File: src/rtl/lc3_mem_ctrl.sv
// LC-3 memory controller: arbitrates instruction fetch and data requests onto
// a single handshaked memory port, with LDI/STI pointer indirection.
// Optional feature: define LC3_MEM_TIMEOUT_EN to abort accesses that wait
// TIMEOUT_CYCLES cycles without mem_complete and raise the sticky err flag.
module lc3_mem_ctrl #(
  parameter int unsigned TIMEOUT_CYCLES = 64
) (
  input  logic        clock,
  input  logic        reset_n,
  // instruction fetch side
  input  logic        if_req,
  input  logic [15:0] if_addr,
  output logic [15:0] if_data,
  output logic        if_done,
  // data side
  input  logic        d_req,
  input  logic [1:0]  d_op,
  input  logic [15:0] d_addr,
  input  logic [15:0] d_wdata,
  output logic [15:0] d_rdata,
  output logic        d_done,
  // memory port
  output logic        mem_en,
  output logic        mem_rd,
  output logic [15:0] mem_addr,
  output logic [15:0] mem_din,
  input  logic [15:0] mem_dout,
  input  logic        mem_complete,
  output logic        err
);

  typedef enum logic [2:0] {
    S_IDLE,
    S_FETCH,
    S_DATA,
    S_IND,
    S_RESP
  } state_t;

  state_t      state_q,    state_d;
  logic        mem_en_q,   mem_en_d;
  logic        mem_rd_q,   mem_rd_d;
  logic [15:0] mem_addr_q, mem_addr_d;
  logic [15:0] mem_din_q,  mem_din_d;
  logic [15:0] if_data_q,  if_data_d;
  logic [15:0] d_rdata_q,  d_rdata_d;
  logic        if_done_q,  if_done_d;
  logic        d_done_q,   d_done_d;
  // Captured request context: store-vs-load, store data, which requester.
  logic        wr_q,       wr_d;
  logic [15:0] wdata_q,    wdata_d;
  logic        data_side_q, data_side_d;
  // Set during the one strobe-low cycle between the pointer read and the
  // final access of LDI/STI.
  logic        ptr_phase_q, ptr_phase_d;

`ifdef LC3_MEM_TIMEOUT_EN
  localparam int unsigned CW = $clog2(TIMEOUT_CYCLES + 1);
  localparam logic [CW-1:0] TMO_LAST = CW'(TIMEOUT_CYCLES - 1);
  logic [CW-1:0] tmo_cnt_q, tmo_cnt_d;
  logic          err_q,     err_d;
`endif

  // Next-state and next-output logic for the access sequencer.
  always_comb begin
    // NOTE: every _d starts from its _q so no path through this block leaves a
    // signal unassigned, which would otherwise infer a latch.
    state_d     = state_q;
    mem_en_d    = mem_en_q;
    mem_rd_d    = mem_rd_q;
    mem_addr_d  = mem_addr_q;
    mem_din_d   = mem_din_q;
    if_data_d   = if_data_q;
    d_rdata_d   = d_rdata_q;
    if_done_d   = 1'b0;
    d_done_d    = 1'b0;
    wr_d        = wr_q;
    wdata_d     = wdata_q;
    data_side_d = data_side_q;
    ptr_phase_d = ptr_phase_q;
`ifdef LC3_MEM_TIMEOUT_EN
    tmo_cnt_d   = tmo_cnt_q;
    err_d       = err_q;
`endif

    unique case (state_q)
      S_IDLE: begin
        // The requester still holds req during its done cycle; wait one more
        // cycle so a finished request is not accepted twice.
        if (!(if_done_q || d_done_q)) begin
          if (d_req) begin
            data_side_d = 1'b1;
            wr_d        = d_op[0];
            wdata_d     = d_wdata;
            ptr_phase_d = 1'b0;
            mem_en_d    = 1'b1;
            mem_addr_d  = d_addr;
            if (d_op[1]) begin
              // Indirect: the first access always reads the pointer.
              state_d  = S_IND;
              mem_rd_d = 1'b1;
            end else begin
              state_d   = S_DATA;
              mem_rd_d  = ~d_op[0];
              mem_din_d = d_wdata;
            end
          end else if (if_req) begin
            data_side_d = 1'b0;
            state_d     = S_FETCH;
            mem_en_d    = 1'b1;
            mem_rd_d    = 1'b1;
            mem_addr_d  = if_addr;
          end
        end
      end

      S_FETCH: begin
        if (mem_en_q && mem_complete) begin
          if_data_d = mem_dout;
          mem_en_d  = 1'b0;
          state_d   = S_RESP;
        end
      end

      S_DATA: begin
        if (mem_en_q && mem_complete) begin
          if (!wr_q) d_rdata_d = mem_dout;
          mem_en_d = 1'b0;
          state_d  = S_RESP;
        end
      end

      S_IND: begin
        if (ptr_phase_q) begin
          // Strobe was low for exactly this cycle; start the final access.
          ptr_phase_d = 1'b0;
          state_d     = S_DATA;
          mem_en_d    = 1'b1;
          mem_rd_d    = ~wr_q;
          mem_din_d   = wdata_q;
        end else if (mem_en_q && mem_complete) begin
          mem_addr_d  = mem_dout;
          mem_en_d    = 1'b0;
          ptr_phase_d = 1'b1;
        end
      end

      S_RESP: begin
        if (data_side_q) d_done_d  = 1'b1;
        else             if_done_d = 1'b1;
        state_d = S_IDLE;
      end

      default: state_d = S_IDLE;
    endcase

`ifdef LC3_MEM_TIMEOUT_EN
    // The counter only runs while the strobe is high and unanswered; any
    // strobe-low cycle (idle, indirection gap) clears it for the next access.
    if (!mem_en_q) begin
      tmo_cnt_d = '0;
    end else if (!mem_complete &&
                 (state_q == S_FETCH || state_q == S_DATA || state_q == S_IND)) begin
      if (tmo_cnt_q == TMO_LAST) begin
        tmo_cnt_d   = '0;
        mem_en_d    = 1'b0;
        err_d       = 1'b1;
        ptr_phase_d = 1'b0;
        state_d     = S_RESP;
      end else begin
        tmo_cnt_d = tmo_cnt_q + 1'b1;
      end
    end
`endif
  end

  // State and registered outputs; reset aborts any access in flight.
  always_ff @(posedge clock or negedge reset_n) begin
    if (!reset_n) begin
      state_q     <= S_IDLE;
      mem_en_q    <= 1'b0;
      mem_rd_q    <= 1'b1;
      mem_addr_q  <= '0;
      mem_din_q   <= '0;
      if_data_q   <= '0;
      d_rdata_q   <= '0;
      if_done_q   <= 1'b0;
      d_done_q    <= 1'b0;
      wr_q        <= 1'b0;
      wdata_q     <= '0;
      data_side_q <= 1'b0;
      ptr_phase_q <= 1'b0;
`ifdef LC3_MEM_TIMEOUT_EN
      tmo_cnt_q   <= '0;
      err_q       <= 1'b0;
`endif
    end else begin
      // NOTE: non-blocking assignments so every flop samples pre-edge values.
      state_q     <= state_d;
      mem_en_q    <= mem_en_d;
      mem_rd_q    <= mem_rd_d;
      mem_addr_q  <= mem_addr_d;
      mem_din_q   <= mem_din_d;
      if_data_q   <= if_data_d;
      d_rdata_q   <= d_rdata_d;
      if_done_q   <= if_done_d;
      d_done_q    <= d_done_d;
      wr_q        <= wr_d;
      wdata_q     <= wdata_d;
      data_side_q <= data_side_d;
      ptr_phase_q <= ptr_phase_d;
`ifdef LC3_MEM_TIMEOUT_EN
      tmo_cnt_q   <= tmo_cnt_d;
      err_q       <= err_d;
`endif
    end
  end

  assign mem_en   = mem_en_q;
  assign mem_rd   = mem_rd_q;
  assign mem_addr = mem_addr_q;
  assign mem_din  = mem_din_q;
  assign if_data  = if_data_q;
  assign if_done  = if_done_q;
  assign d_rdata  = d_rdata_q;
  assign d_done   = d_done_q;
`ifdef LC3_MEM_TIMEOUT_EN
  assign err = err_q;
`else
  assign err = 1'b0;
`endif

endmodule

File: config.mk
export PLATFORM = sky130hd
export DESIGN_NAME = lc3_mem_ctrl
export DESIGN_NICKNAME = d
export VERILOG_FILES = /design/src/rtl/lc3_mem_ctrl.sv
export SDC_FILE = /design/constraint.sdc
export NUM_CORES = 1
export LEC_CHECK = 0
export CORE_UTILIZATION = 46
export CTS_BUF_LIST = sky130_fd_sc_hd__clkbuf_4 sky130_fd_sc_hd__clkbuf_8 sky130_fd_sc_hd__clkbuf_16
export CTS_CLUSTER_SIZE = 12
export DETAILED_ROUTE_END_ITERATION = 16
export HOLD_SLACK_MARGIN = 0.02
export PLACE_DENSITY = 0.81
export SETUP_SLACK_MARGIN = 0.3
export SLEW_MARGIN = 20
export SYNTH_ARGS = -nofsm -noshare
export SYNTH_HDL_FRONTEND = slang
export SYNTH_SLANG_ARGS = --single-unit
export TNS_END_PERCENT = 20
File: constraint.sdc
create_clock -name clock -period 2.1 [get_ports clock]
set_input_delay 0.315 -clock clock [delete_from_list [all_inputs] [get_ports clock]]
set_output_delay 0.315 -clock clock [all_outputs]
set_load 0.005 [all_outputs]
* Yosys cells after proc, flatten, opt, wreduce, memory -nomap -nowiden
Cells that the tools add are included.
Word-level totals: bits in registers 90, bits of input ports 71, word-level logic and storage cells 85
Cells by class: eq/ne operators 12, multiplexer cells 40, bitwise operators 3, reduce and logical (&&, ||, !) cells 17
Operator list (number):
- 16-bit 2-to-1 mux | 9
- 16-bit one-hot mux with 2 select lines | 2
- 1-bit 2-to-1 mux | 20
- 3-bit 2-to-1 mux | 5
- 3-bit AND reduction | 5
- 2-bit != test (second input constant) | 6
- 5-bit AND reduction | 2
- 3-bit one-hot mux with 3 select lines | 1
- 4-bit AND reduction | 2
- 3-bit by 2-bit == test with 1-bit output (second input constant) | 2
- 1-bit one-hot mux with 2 select lines | 2
- 2-bit nonzero test | 2
- 3-bit by 1-bit == test with 1-bit output (second input constant) | 1
- 3-bit == test (second input constant) | 1
- 3-bit logical NOT | 1
- 3-bit != test (second input constant) | 1
- 1-bit NOT | 3
- 1-bit one-hot mux with 3 select lines | 1
- 3-bit nonzero test | 1
- 2-bit by 1-bit != test with 1-bit output (second input constant) | 1
- 2-bit AND reduction | 1
- 2-bit OR reduction | 1
- 1-bit logical AND | 1
- 1-bit logical OR | 1

* Logic depth before layout (Yosys ltp)
depth in word-level cells 5, mapped depth 7

* Worst setup path before layout
No wires, ideal clock.
path kind flip-flop to flip-flop, from register state_q[0], to register wdata_q[10], library setup time 0.125 ns, arrival time 1.733 ns, required time 1.975 ns, slack 0.242 ns, stages on the path, launching flop included 7, clock period less this slack 1.858 ns, cells stage by stage dfrtp_1 buf_6 or4_4 nor2_4 nand2_4 buf_6 mux2_4
Between the ends: cells in the longest elaborated chain, start to end 2
Ends and longest elaborated chain:
- from (decl) | line 40 | state_t state_q, state_d;
- from (signal assigned) | line 199 | state_q <= state_d;
- 3-bit logical NOT | line 86 | unique case (state_q)
- 3-bit AND reduction (no source line)
- to (signal assigned) | line 209 | wdata_q <= wdata_d;
- to (decl) | line 51 | logic [15:0] wdata_q, wdata_d;
Every way passes these cells. A chain may end at the register's enable or synchronous reset.

* Worst setup path after layout
from register state_q[1], to register wdata_q[8]
Same word-level chain as after synthesis.

==> impl_results.md <==
- Outcome: finished clean
- Largest net degree at the start of global routing: 43
- PwrDens: 1390 mW/mm^2
- WL/cell: 16.9 um
- Number of synthesized flops with an enable pin: 0
- XOR/XNOR share of the synthesized area: 0.213%
- Worst Setup SP: state_q[1]$_DFFE_PN0P_
- RR Startpoint: state_q[1]$_DFFE_PN0P_
- CTS root buf: clkbuf_8
- Most common cell after layout, fill and taps aside: clkdlybuf4s50_1
- DRT Pass-1 Iters: 4
- Type of the most critical hold path: register to register
- Critical path data required time: 2330 ps
- DRC viols: 0
- Post-synth ARST share: 100%
- Min Clock Period, post-route: 1820 ps
- DP Worst Slack: -11.8 ps
- Row count: 34
- Core area: 0.00868 mm^2
- CTS tree: yes
- 1st-iter DRT viols: 50
- Maximum root-to-sink buffer count: 2
- Main synth FF type: dfrtp_1
- Initial Util: 47.4%
- Syn avg cell area: 12.4 um^2
- CTS H-tree depth: 3
- CTS Buf Count: 9
- Vias per Instance: 5.28
- Max cap viols: 0
- Fin. Hold Viols: 0
- Seq cells post-synth: 90
- Sequential area share after synthesis: 54.7%
- Worst-path maximum fanout: 5
- Nets: 554
- Aggregate global routing overflow: 0
- IO buf count: 138
- Final wirelength: 10100 um
- Fin crit share: 86.7%
- Post-synthesis mux area share: 23.2%
- Worst Setup Path Type: register to register
- Most frequent cells in the layout: clkdlybuf4s50_1, dfrtp_1, nand2_1
- Layout area overhead: 44.1%
- ANT nets after route: 0
- Setup WS post-layout: 279 ps
- Slack of the worst reg-to-reg path: 280 ps
- Full die area: 0.00933 mm^2
- Reg clk slew, reported paths: 90 ps
- RD Place Congestion: 0.813
- Area share of fa/ha/maj cells after synthesis: 0%
- Syn Std Cell Area: 0.00412 mm^2
- CP endpoint: wdata_q[8]$_DFFE_PN0P_
- Via count: 3149
- Final Util: 68.4%
- R2R cell count: 5
- RSZ-0062 raised after global routing: yes
- Synth Net Count: 403
- Initial antenna violation count: 0
- Compound-Gate Fraction of Synth Area: 9.30%
- Synthesized netlist cell count: 332
- Final worst clock skew: 13.3 ps
- Io pins: 140
- Gr usage total: 20.8%
- Vert. Die Dim: 96.6 um
- Die Wd: 96.6 um
- Diode count: 0
- Final instance area: 0.00593 mm^2
- Clk sinks: 90
- Worst VDD drop: 0.650 mV
- Simple-gate share of the synthesized area: 8.72%
- Worst-skew pair later-pin latency: 350 ps
- Static leakage: 2.61 nW
- Worst Path Arrival: 2050 ps
- Dpl hpwl: 6970 um
- # setup viols final: 0
- Yosys warning count: 0
- Placed Area: 0.00562 mm^2
- First-pass GRT wire length: 15600 um
- Synth unique cells: 41
- Slew Viols, Final: 0
- F_max: 549 MHz
- Worst hold slack: 470 ps
- Worst setup EP type: register
- Layout cell share with drive strength beyond 1: 22.7%
- Total Power: 8.22 mW
- Vias in the first global route: 3141
- Crit Reg-Reg Endpoint: wdata_q[8]$_DFFE_PN0P_
- Largest family of logic cells by synthesized area: multiplexers
- Startpoint Class: register
report_power, final:
| group | internal, mW | leakage, nW | switching [mW] |
|---|---|---|---|
| registers | 2.59 | 1.10 | 0.487 |
| clock network | 0.438 | 0.0858 | 0.625 |
| logic | 2.46 | 1.42 | 1.62 |
through the flow:
step | std cells | setup TNS, ps
after floorplan | 332 | 0
after global placement | 568 | 0
after detailed placement | 568 | -33.4
after CTS | 587 | 0
after global routing | 596 | 0
final | 596 | 0
sequential cells by signal, summed over array words and instances (netlist names):
name / flops
mem_rd: 1
if_data: 16
ptr_phase_q: 1
wr_q: 1
data_side_q: 1
wdata_q: 16
d_done: 1
if_done: 1
state_q: 3
d_rdata: 16
mem_din: 16
mem_en: 1
mem_addr: 16
repair_timing:
action,4_1_cts,5_1_grt
pin swaps,1,6
hold buffers,1,0
setup endpoints to repair,52,42
setup buffers,2,4
gates cloned,0,5
hold endpoints to repair,33,0
resized for setup,2,2
worst min-delay path by stage:
stage                                  from                       end  slack (ps)  depth (start not counted)
floorplan                           reset_n          d_done$_DFF_PN0_          20                          0
global placement                    reset_n  mem_addr[12]$_DFFE_PN0P_         300                          1
detailed placement                  reset_n  mem_addr[12]$_DFFE_PN0P_         310                          1
CTS                 data_side_q$_DFFE_PN0P_         if_done$_DFF_PN0_         460                          1
global route        data_side_q$_DFFE_PN0P_         if_done$_DFF_PN0_         480                          1
finish              data_side_q$_DFFE_PN0P_         if_done$_DFF_PN0_         470                          1
layout make-up:
class | instances | area, um^2
clock buffers | 9 | 124
clock inverters | 7 | 55.1
fillers | 669 | 2750
inverters | 1 | 3.75
multi-input cells | 224 | 1780
flip-flops and latches | 90 | 2250
well taps | 108 | 135
repair buffers | 157 | 1580
cells in the mapped netlist (all sizes together), types with 2 or more instances:
cell type / number / area (um^2)
clkbuf: 7 / 26.3
nand3b: 2 / 27.5
nand2b: 2 / 12.5
a21oi: 19 / 95.1
dfrtp: 89 / 2230
buf: 15 / 124
o32a: 2 / 32.5
nor3b: 2 / 20.0
mux2i: 32 / 320
o21ai: 34 / 208
nand2: 39 / 154
nor2: 21 / 86.3
mux2: 50 / 634
routing by layer:
layer	vias to the layer above	track usage, %	share of wire, %
li1	1472	-	-
met1	1541	26.1	41
met2	125	35.5	51
met3	11	6.07	7.3
met4	0	5.17	1.1
met5	-	0	0
worst max-delay path, stage by stage, from the launching register on:
cell and delay [ps]:
dfrtp_1 390, or4_4 610, nor2_4 140, buf_4 170, nand2_8 80, mux2_4 310
cells by family after synthesis:
kind of cell / after synthesis
flip-flops: 90
multiplexers: 82
AND/OR/NAND/NOR: 74
AO/OA/AOI/OAI: 61
buffers and inverters: 23
XOR/XNOR: 1
other: 1
Power figures use the tool's default switching activity.
